$ cat src/rtl/fib_capture_pkg.sv
// Shared register map and field positions for the fibonacci capture FIFO.
// Optional timestamp support is selected with FIB_CAPTURE_TIMESTAMP_EN.
package fib_capture_pkg;

    localparam int unsigned ADR_W           = 5;
    localparam int unsigned DATA_W          = 32;

    localparam logic [ADR_W-1:0] ADR_DATA   = 5'h00;
    localparam logic [ADR_W-1:0] ADR_STATUS = 5'h04;
    localparam logic [ADR_W-1:0] ADR_CTRL   = 5'h08;
    localparam logic [ADR_W-1:0] ADR_DROPS  = 5'h0C;
    localparam logic [ADR_W-1:0] ADR_TSTAMP = 5'h10;

    localparam int unsigned CTRL_EN_BIT     = 0;
    localparam int unsigned CTRL_THRESH_LSB = 8;
    localparam int unsigned CTRL_THRESH_W   = 8;
    localparam int unsigned CTRL_FLUSH_BIT  = 31;
    localparam int unsigned DROPS_CLR_BIT   = 0;

    localparam int unsigned DROPS_W         = 16;
    localparam logic [DROPS_W-1:0] DROPS_MAX = 16'hFFFF;

endpackage

$ cat src/rtl/fib_sync_fifo.sv
// Single-clock FIFO with flush; pushes when full and pops when empty are ignored.
module fib_sync_fifo #(
    parameter int unsigned WIDTH = 30,
    parameter int unsigned DEPTH = 16
) (
    input  logic                        clk,
    input  logic                        rst_n,
    input  logic                        i_push,
    input  logic                        i_pop,
    input  logic                        i_flush,
    input  logic [WIDTH-1:0]            i_data,
    output logic [WIDTH-1:0]            o_head_c,
    output logic                        o_full_c,
    output logic                        o_empty_c,
    output logic [$clog2(DEPTH):0]      o_count
);

    localparam int unsigned AW = $clog2(DEPTH);
    localparam int unsigned CW = AW + 1;

    logic [WIDTH-1:0] r_mem [DEPTH];
    logic [AW-1:0]    r_wptr;
    logic [AW-1:0]    r_rptr;
    logic [CW-1:0]    r_count;
    logic             w_push;
    logic             w_pop;

    assign w_push    = i_push & ~o_full_c;
    assign w_pop     = i_pop & ~o_empty_c;
    assign o_full_c  = (r_count == CW'(DEPTH));
    assign o_empty_c = (r_count == '0);
    assign o_head_c  = r_mem[r_rptr];
    assign o_count   = r_count;

    // Pointers wrap naturally because DEPTH is a power of two.
    always_ff @(posedge clk or negedge rst_n) begin
        if (!rst_n) begin
            r_wptr  <= '0;
            r_rptr  <= '0;
            r_count <= '0;
        end else if (i_flush) begin
            r_wptr  <= '0;
            r_rptr  <= '0;
            r_count <= '0;
        end else begin
            if (w_push) r_wptr <= r_wptr + AW'(1);
            if (w_pop)  r_rptr <= r_rptr + AW'(1);
            if (w_push && !w_pop)      r_count <= r_count + CW'(1);
            else if (w_pop && !w_push) r_count <= r_count - CW'(1);
        end
    end

    always_ff @(posedge clk) begin
        if (w_push && !i_flush) r_mem[r_wptr] <= i_data;
    end

endmodule

$ cat src/rtl/fib_capture_fifo.sv
// Captures each new stable fibonacci value into a FIFO drained over Wishbone.
// Define FIB_CAPTURE_TIMESTAMP_EN to store an accept-time cycle stamp per entry.
module fib_capture_fifo
    import fib_capture_pkg::*;
#(
    parameter int unsigned WIDTH = 30,
    parameter int unsigned DEPTH = 16
) (
    input  logic             wb_clk_i,
    input  logic             reset_n,
    input  logic [WIDTH-1:0] value_i,
    input  logic             wbs_stb_i,
    input  logic             wbs_cyc_i,
    input  logic             wbs_we_i,
    input  logic [3:0]       wbs_sel_i,
    input  logic [31:0]      wbs_dat_i,
    input  logic [4:0]       wbs_adr_i,
    output logic             wbs_ack_o,
    output logic [31:0]      wbs_dat_o,
    output logic             irq_o
);

    localparam int unsigned AW = $clog2(DEPTH);
    localparam int unsigned CW = AW + 1;
`ifdef FIB_CAPTURE_TIMESTAMP_EN
    localparam int unsigned FW = WIDTH + 32;
`else
    localparam int unsigned FW = WIDTH;
`endif

    logic [WIDTH-1:0]         r_s1;
    logic [WIDTH-1:0]         r_s2;
    logic [WIDTH-1:0]         r_last;
    logic                     r_en;
    logic [CTRL_THRESH_W-1:0] r_thresh;
    logic                     r_ovf;
    logic [DROPS_W-1:0]       r_drops;
    logic                     r_ack;
    logic [DATA_W-1:0]        r_dat;
    logic                     r_irq;

    logic              w_access;
    logic              w_wr;
    logic              w_rd;
    logic [ADR_W-1:0]  w_adr;
    logic              w_ctrl_wr;
    logic              w_flush;
    logic              w_drops_clr;
    logic              w_accept;
    logic              w_push;
    logic              w_drop;
    logic              w_pop;
    logic              w_full;
    logic              w_empty;
    logic [CW-1:0]     w_count;
    logic [FW-1:0]     w_head;
    logic [FW-1:0]     w_push_data;
    logic [DATA_W-1:0] w_rdata;
    logic              w_unused;

    assign w_access    = wbs_stb_i & wbs_cyc_i & ~r_ack;
    assign w_wr        = w_access & wbs_we_i & (wbs_sel_i == 4'hF);
    assign w_rd        = w_access & ~wbs_we_i;
    assign w_adr       = {wbs_adr_i[4:2], 2'b00};
    assign w_ctrl_wr   = w_wr & (w_adr == ADR_CTRL);
    assign w_flush     = w_ctrl_wr & wbs_dat_i[CTRL_FLUSH_BIT];
    assign w_drops_clr = w_wr & (w_adr == ADR_DROPS) & wbs_dat_i[DROPS_CLR_BIT];
    assign w_accept    = r_en & (r_s1 == r_s2) & (r_s2 != r_last);
    assign w_push      = w_accept & ~w_flush & ~w_full;
    assign w_drop      = w_accept & ~w_flush & w_full;
    assign w_pop       = w_rd & (w_adr == ADR_DATA) & ~w_empty;
    assign w_unused    = ^{wbs_adr_i[1:0], wbs_dat_i[30:16], wbs_dat_i[7:1]};

    assign wbs_ack_o = r_ack;
    assign wbs_dat_o = r_dat;
    assign irq_o     = r_irq;

`ifdef FIB_CAPTURE_TIMESTAMP_EN
    logic [31:0] r_cycle;
    logic [31:0] r_tstamp;

    assign w_push_data = {r_cycle, r_s2};

    // Free-running stamp; the popped entry's stamp is held for a later TSTAMP read.
    always_ff @(posedge wb_clk_i or negedge reset_n) begin
        if (!reset_n) begin
            r_cycle  <= '0;
            r_tstamp <= '0;
        end else begin
            r_cycle <= r_cycle + 32'd1;
            if (w_pop) r_tstamp <= w_head[FW-1:WIDTH];
        end
    end
`else
    assign w_push_data = r_s2;
`endif

    fib_sync_fifo #(
        .WIDTH (FW),
        .DEPTH (DEPTH)
    ) u_fifo (
        .clk       (wb_clk_i),
        .rst_n     (reset_n),
        .i_push    (w_push),
        .i_pop     (w_pop),
        .i_flush   (w_flush),
        .i_data    (w_push_data),
        .o_head_c  (w_head),
        .o_full_c  (w_full),
        .o_empty_c (w_empty),
        .o_count   (w_count)
    );

    // Two-stage sampler; last tracks the most recently accepted value, dropped or not.
    always_ff @(posedge wb_clk_i or negedge reset_n) begin
        if (!reset_n) begin
            r_s1   <= '0;
            r_s2   <= '0;
            r_last <= '0;
        end else begin
            r_s1 <= value_i;
            r_s2 <= r_s1;
            if (w_accept) r_last <= r_s2;
        end
    end

    always_ff @(posedge wb_clk_i or negedge reset_n) begin
        if (!reset_n) begin
            r_en     <= 1'b0;
            r_thresh <= '0;
            r_ovf    <= 1'b0;
            r_drops  <= '0;
        end else begin
            if (w_ctrl_wr) begin
                r_en     <= wbs_dat_i[CTRL_EN_BIT];
                r_thresh <= wbs_dat_i[CTRL_THRESH_LSB +: CTRL_THRESH_W];
            end
            if (w_drops_clr) begin
                r_ovf   <= 1'b0;
                r_drops <= '0;
            end else if (w_drop) begin
                r_ovf <= 1'b1;
                if (r_drops != DROPS_MAX) r_drops <= r_drops + 16'd1;
            end
        end
    end

    always_comb begin
        w_rdata = '0;
        case (w_adr)
            ADR_DATA:   if (!w_empty) w_rdata = 32'(w_head[WIDTH-1:0]);
            ADR_STATUS: w_rdata = {21'b0, r_ovf, w_full, w_empty, 8'(w_count)};
            ADR_CTRL: begin
                w_rdata[CTRL_EN_BIT] = r_en;
                w_rdata[CTRL_THRESH_LSB +: CTRL_THRESH_W] = r_thresh;
            end
            ADR_DROPS:  w_rdata[DROPS_W-1:0] = r_drops;
`ifdef FIB_CAPTURE_TIMESTAMP_EN
            ADR_TSTAMP: w_rdata = r_tstamp;
`else
            ADR_TSTAMP: w_rdata = '0;
`endif
            default:    w_rdata = '0;
        endcase
    end

    // Ack follows an access by one cycle and blocks a new access while high.
    always_ff @(posedge wb_clk_i or negedge reset_n) begin
        if (!reset_n) begin
            r_ack <= 1'b0;
            r_dat <= '0;
            r_irq <= 1'b0;
        end else begin
            r_ack <= w_access;
            r_dat <= w_rd ? w_rdata : '0;
            r_irq <= r_en & (((16'(w_count) >= 16'(r_thresh)) & (r_thresh != '0)) | r_ovf);
        end
    end

endmodule
$ cat config.mk
export PLATFORM = sky130hd
export DESIGN_NAME = fib_capture_fifo
export DESIGN_NICKNAME = d
export VERILOG_FILES = /design/src/rtl/fib_capture_pkg.sv /design/src/rtl/fib_sync_fifo.sv /design/src/rtl/fib_capture_fifo.sv
export SDC_FILE = /design/constraint.sdc
export NUM_CORES = 1
export LEC_CHECK = 0
export CORE_ASPECT_RATIO = 1.75
export CORE_MARGIN = 8
export CORE_UTILIZATION = 30
export CTS_CLUSTER_DIAMETER = 200
export DETAILED_ROUTE_END_ITERATION = 8
export PLACE_DENSITY = 0.44
export SYNTH_ARGS = -nofsm -noshare
export SYNTH_HDL_FRONTEND = slang
export SYNTH_HIERARCHICAL = 1
export SYNTH_SLANG_ARGS = --single-unit
$ cat constraint.sdc
create_clock -name wb_clk_i -period 4 [get_ports wb_clk_i]
set_clock_uncertainty 0.15 [all_clocks]
set_input_delay 1.2 -clock wb_clk_i [delete_from_list [all_inputs] [get_ports wb_clk_i]]
set_output_delay 1.2 -clock wb_clk_i [all_outputs]
set_load 0.1 [all_outputs]
**After elaboration in Yosys (flattened, before gate mapping)**

Memories as Yosys holds them, arrays and structs flattened.
Cells that the tools add are included.

- Register bits after elaboration: 163
- Bits in latches: 0
- Bits in writable memories: 480
- Memory bits (read-only): 0
- Input port bits: 76
- Output and inout bits: 34
- Logic and storage cells: 89
- Memories kept: 1

- $add $sub $neg: 5
- Multipliers: 0
- Divide/modulo/power cells: 0
- $lt $le $gt $ge: 1
- Equal/unequal tests: 8
- Shift-type cells: 0
- Multiplexer cells: 20
- Bitwise operators: 26
- Reduce and logical (&&, ||, !) cells: 15

Memory list:

| memory | depth | width | rd ports | clocked after memory_dff | wr ports | RTL line | source |
|---|---|---|---|---|---|---|---|
| u_fifo.r_mem | 16 | 30 | 1 | 0 | 1 | fib_sync_fifo.sv:21 | `logic [WIDTH-1:0] r_mem [DEPTH];` |

Operators by type and width:

| cell | number |
|---|---|
| $mux 16 | 4 |
| $mux 32 | 1 |
| $pmux 8 s4 | 1 |
| $eq 30x30->1 | 1 |
| $mux 30 | 1 |
| $ne 30x30->1 | 1 |
| $pmux 7 s3 | 1 |
| $and 1x1->1 | 20 |
| $add 16x1->16 const B | 1 |
| $mux 4 | 4 |
| $ne 16x16->1 const B | 1 |
| $mux 5 | 3 |
| $logic_not 5->1 | 2 |
| $add 4x1->4 const B | 2 |
| $ge 5x8->1 | 1 |
| $reduce_bool 2->1 | 4 |
| $reduce_bool 8->1 | 1 |
| $eq 3x2->1 const B | 2 |
| $add 5x1->5 const B | 1 |
| $eq 5x5->1 const B | 1 |
| $not 1->1 | 5 |
| $sub 5x1->5 const B | 1 |
| $eq 4x4->1 const B | 1 |
| $mux 1 | 4 |
| 7 further kinds | 11 |

**Depth between registers and ports, before layout**

- Depth after elaboration: 15
- Mapped depth: 15
- Mapped depth without buffers: 14

**Cells and area by module**

Netlist, hierarchy kept.

Modules (own cells, without submodules):

| module | times used | cells an instance | area an instance (um^2) | seq. area each (um^2) |
|---|---|---|---|---|
| fib_sync_fifo | 1 | 969 | 19149.6 | 14739.1 |
| fib_capture_fifo | 1 | 501 | 6173.4 | 3703.6 |

**Worst setup path before layout**

OpenSTA, ideal clock, no wires.

- Path type: input-to-reg
- Start point: input wbs_adr_i[2]
- End point: register u_fifo.r_count[4] (netlist: u_fifo/o_count[4])
- Setup time: 125 ps
- Arrival: 4051 ps
- Required time: 3725 ps
- Slack: -326 ps
- Stages on the path: 12
- Buffers on the path: 2
- Cells stage by stage: buf_4 nor4_2 nor3b_1 buf_2 o21ai_2 ha_1 inv_1 ha_1 a21o_1 a21oi_1 mux2i_1 mux2_2

- Elaborated cells on any way between the ends: 18
- Those cells by class: 1 x eq/ne; 2 x mux; 9 x bitwise; 6 x reduce/logical

RTL lines:

| element | RTL line | source |
|---|---|---|
| from (decl) | fib_capture_fifo.sv:17 | `input logic [4:0] wbs_adr_i,` |
| $logic_not 5->1 * | fib_capture_fifo.sv:71 | `assign w_pop = w_rd & (w_adr == ADR_DATA) & ~w_empty;` |
| $and 1x1->1 * (2 in series) | fib_capture_fifo.sv:71 |  |
| net w_pop | fib_capture_fifo.sv:52 | `logic w_pop;` |
| $and 1x1->1 * | fib_sync_fifo.sv:29 | `assign w_pop = i_pop & ~o_empty_c;` |
| $logic_not 1->1 | fib_sync_fifo.sv:48 | `if (w_push && !w_pop) r_count <= r_count + CW'(1);` |
| $logic_and 1x1->1 | fib_sync_fifo.sv:48 |  |
| $mux 5 | fib_sync_fifo.sv:48 |  |
| $mux 5 | fib_sync_fifo.sv:41 | `end else if (i_flush) begin` |
| to (signal assigned) | fib_sync_fifo.sv:48 |  |
| to (signal assigned) | fib_sync_fifo.sv:49 | `else if (w_pop && !w_push) r_count <= r_count - CW'(1);` |
| to (decl) | fib_sync_fifo.sv:24 | `logic [CW-1:0] r_count;` |

The timed path passes the listed nets; every way through them passes the cells marked *.
A chain may end at the register's enable or synchronous reset.

**Worst setup path in the final report**

- Start point: input wbs_sel_i[2]
- End point: register u_fifo.r_count[4] (netlist: u_fifo/o_count[4])

- Word-level cells in the longest chain between the ends: 11
- Elaborated cells on any way between the ends: 14
- Those cells by class: 1 x eq/ne; 2 x mux; 7 x bitwise; 4 x reduce/logical

RTL lines:

| element | RTL line | source |
|---|---|---|
| from (decl) | fib_capture_fifo.sv:15 | `input logic [3:0] wbs_sel_i,` |
| $eq 4x4->1 * | fib_capture_fifo.sv:62 | `assign w_wr = w_access & wbs_we_i & (wbs_sel_i == 4'hF);` |
| $and 1x1->1 * | fib_capture_fifo.sv:62 |  |
| $and 1x1->1 * | fib_capture_fifo.sv:65 | `assign w_ctrl_wr = w_wr & (w_adr == ADR_CTRL);` |
| $and 1x1->1 * | fib_capture_fifo.sv:66 | `assign w_flush = w_ctrl_wr & wbs_dat_i[CTRL_FLUSH_BIT];` |
| net w_flush | fib_capture_fifo.sv:47 | `logic w_flush;` |
| $not 1->1 * | fib_capture_fifo.sv:69 | `assign w_push = w_accept & ~w_flush & ~w_full;` |
| $and 1x1->1 * (2 in series) | fib_capture_fifo.sv:69 |  |
| net w_push | fib_capture_fifo.sv:50 | `logic w_push;` |
| $and 1x1->1 * | fib_sync_fifo.sv:28 | `assign w_push = i_push & ~o_full_c;` |
| $logic_and 1x1->1 or $logic_not 1->1 (tied branches) | fib_sync_fifo.sv:48, fib_sync_fifo.sv:49 |  |
| $mux 5 or $logic_and 1x1->1 (tied branches) | fib_sync_fifo.sv:48, fib_sync_fifo.sv:49 |  |
| $mux 5 or $reduce_bool 3->1 (tied branches) | n/a |  |

Marks and branches as above.

==> parameters.txt <==
Parameter                              Value

Yosys
  Mean post-synth cell area    17.23 um^2
  Number of distinct library cell variants in the gate-level netlist after synthesis    57
  Synthesized area    25320 um^2
  Synth Register Bits    641
  Post-synthesis async set-or-reset flop share    0.2512
  Number of enable flip-flop cells after synthesis    480
  Synth top area share    0.5692
  Most frequent cell after synthesis    sky130_fd_sc_hd__edfxtp_1
  Library cell with the largest summed area after synthesis    sky130_fd_sc_hd__edfxtp_1
  YS warnings    6
  Sequential cell area fraction in the yosys report    0.7283
  Primary FF master, synth    sky130_fd_sc_hd__edfxtp_1
  Cell types with the largest area share after synthesis    sky130_fd_sc_hd__edfxtp_1, sky130_fd_sc_hd__dfrtp_1, sky130_fd_sc_hd__mux4_2
  Count of mapped cells out of synthesis    1470
  List of most frequent post-synthesis cells    sky130_fd_sc_hd__edfxtp_1, sky130_fd_sc_hd__dfrtp_1, sky130_fd_sc_hd__mux2i_1

GRT
  First-pass GRT wire length    102.0 mm
  Remaining global-route overflow    0
  Number of antenna violations at the first check in global routing    2
  GRT Resource Usage Total    0.1449
  Vias in the first global route    14960
  Maximum number of pins on one net before global-route repair    85

STA
  Number of pins with negative max-slew slack in the final report    0
  Count of endpoints failing hold in the final timing report    0
  Fmax achieved    0.2608 GHz
  RSZ-0062 raised after global routing    false
  Worst slew margin relative to its limit    0.4571
  Worst setup slack after layout    about 170 ps
  Final setup violation count    0
  Final Critical Period    3835 ps
  Actual slew at the worst max-slew pin    814.3 ps
  Total Neg Setup Slack    0 ps
  Final cycle utilization of the critical path    0.9586

Critical path
  Crit start category    primary input
  Nature of the critical path endpoint    register
  Worst path arrival time    4220 ps
  R2r worst-path depth    14
  Type of the worst setup path    primary input to register
  Cells along the critical path    clkdlybuf4s50_1 -> and4_1 -> nand3_1 -> inv_1 -> and3_1 -> nor3_1 -> o21a_1 -> ha_1 -> inv_2 -> fa_1 -> a21o_1 -> a21oi_1 -> mux2i_1 -> mux2_2
  Slack of the worst reg-to-reg path    170 ps
  Critical register-to-register path startpoint    r_s2[24]$_DFF_PN0_
  Peak fanout along the critical path    6
  Biggest cell delay along the critical path    approximately 420 ps
  Critical R2R Capture    u_fifo/o_count[4]$_DFFE_PN0P_
  Worst path slowest cell    sky130_fd_sc_hd__clkdlybuf4s50_1
  Critical Path RT    4380 ps

Detailed routing
  Detailed-route wire length per cell    24.62 um
  Post-route ant nets    0
  Average via count per standard cell    4.941
  Total via count after detailed routing    13870
  Total wire length after detailed routing    69.12 mm
  Number of DRC markers after the initial detailed-route iteration    911
  Drt pass-1 iters    7
  Remaining design rule violation count    0

Floorplan
  Num ports    110
  Die area    94330 um^2
  Die Span Y    400.3 um
  Die span in x    235.6 um
  Starting utilization of the core area    0.3016
  Placeable core region    around 84000 um^2
  Number of standard-cell rows in the floorplan    ~140

Final layout
  End-of-flow core utilization    0.3669
  Layout cells sized above 1    0.2203
  Non-filler instance count after layout    2807
  Layout Area Growth over Synthesis    21.67%
  Nets@finish    1775

Run status
  Run status    complete, no violations

Clocking
  Clock latency reported for the late side of the worst-skew pair    650 ps
  CTS tree    built
  Hold Buf Count CTS    0
  Clock buffers created by TritonCTS    61
  Number of buffers on the longest clock path    3
  CTS sink count    about 640
  H-tree level count    2
  Root Buffer    sky130_fd_sc_hd__clkbuf_16
  Clock input transition at the sequential cells of the worst setup and hold paths    70 ps

Pwr
  Leakage power of the design    11.02 nW
  Power after layout    15.55 mW
  Ratio of total power to cell area    504.6 nW/um^2
  Worst VDD drop    approximately 0.00031 V

Place
  HPWL reported at the end of detailed placement    43.44 mm
  Worst setup slack before clock tree synthesis    -539.0 ps
  Placed Cells    2691
  Port Buffer Count    a little over 80
  Placer Congestion    0.8270

Hold path
  Type of the most critical hold path    register to register
  Number of cells traversed by the worst hold path    0
  Hold endpoint    r_s2[10]$_DFF_PN0_
  Start point of the worst hold path    r_s1[10]$_DFF_PN0_

Run
  Number of max-cap violations    0
registers in the layout, summed over array words and instances (netlist names):
signal          flops
r_ovf               1
irq_o               1
r_s1               30
r_last             30
u_fifo/r_wptr       4
u_fifo/o_count      5
wbs_ack_o           1
r_drops            16
u_fifo/r_rptr       4
r_s2               30
r_thresh            8
wbs_dat_o          30
u_fifo/r_mem      480
r_en                1
worst max-delay path by stage:
stage,start,to,slack (ps),depth (start not counted)
4_1_cts,wbs_sel_i[2],u_fifo/o_count[4]$_DFFE_PN0P_,150,14
2_1_floorplan,wbs_sel_i[2],u_fifo/r_mem[5][0]$_DFFE_PP_,-240,7
3_3_place_gp,wbs_sel_i[2],u_fifo/o_count[4]$_DFFE_PN0P_,-560,14
5_1_grt,r_s2[2]$_DFF_PN0_,u_fifo/o_count[4]$_DFFE_PN0P_,60,16
3_5_place_dp,wbs_sel_i[2],u_fifo/o_count[4]$_DFFE_PN0P_,-540,14
6_report,wbs_sel_i[2],u_fifo/o_count[4]$_DFFE_PN0P_,170,14
power by group:
| part | total (mW) | leakage (nW) | switching [mW] | internal [mW] |
|---|---|---|---|---|
| combinational | 2.23 | 3.68 | 1.18 | 1.05 |
| sequential | 7.40 | 6.37 | 0.179 | 7.22 |
| clock | 5.91 | 0.971 | 2.53 | 3.38 |
what timing repair did:
item,in CTS,in global routing
buffers inserted,0,0
setup endpoints to repair,0,1
gates resized for setup,0,1
hold endpoints to repair,0,0
through the flow:
stage               instance area [um^2]  hold slack (ps)
floorplan                          25340            222.9
global placement                   28780            233.0
detailed placement                 28780            235.9
CTS                                30810            248.5
global route                       30810            257.4
finish                             30810            244.5
layout by cell type (no fill, tap or decap), types with 18 or more instances in the layout:
master and count:
sky130_fd_sc_hd__buf_4 128, sky130_fd_sc_hd__mux2_2 31, sky130_fd_sc_hd__buf_12 41, sky130_fd_sc_hd__o21ai_0 45, sky130_fd_sc_hd__xnor2_1 33, sky130_fd_sc_hd__xor2_1 35, sky130_fd_sc_hd__mux4_2 60, sky130_fd_sc_hd__clkbuf_1 18
sky130_fd_sc_hd__a22oi_1 37, sky130_fd_sc_hd__nand2_1 74, sky130_fd_sc_hd__dfrtp_1 159, sky130_fd_sc_hd__nor2_1 43, sky130_fd_sc_hd__edfxtp_1 480, sky130_fd_sc_hd__mux2i_1 130, sky130_fd_sc_hd__a221oi_1 60, sky130_fd_sc_hd__nand4_1 24
sky130_fd_sc_hd__clkbuf_16 62, sky130_fd_sc_hd__clkdlybuf4s50_1 50
cell families after synthesis:
logic type,synth area share
muxes,0.1185
AOI/OAI and AO/OA,0.05623
buffers and inverters,0.01566
DFF,0.7283
and+or+nand+nor,0.04892
xor gates and xnor gates,0.02352
other,0.0001481
adders and majority gates,0.008696
per-layer routing:
layer / wire [um] / GRT usage
met5: 0 / 0
met4: 1674 / 0.04307
met3: 2130 / 0.01918
met2: 37870 / 0.2743
met1: 27440 / 0.1676
layout make-up:
cell class,count,area [um^2]
fillers,7924,53160
flip-flops and latches,641,18450
multi-input cells,743,6639
repair buffers,220,2296
clock buffers,81,1633
well taps,1072,1341
clock inverters,34,392.9
inverters,15,56.30
diodes,1,2.502
critical path, delay by kind of cell:
| kind | cells | cell delay, ps |
|---|---|---|
| AOI/OAI and AO/OA | 3 | 560 |
| adders and majority gates | 2 | 570 |
| buffers and inverters | 3 | 550 |
| muxes | 2 | 570 |
| and+or+nand+nor | 4 | 780 |
Note: power is estimated with default switching activity, not from simulation.
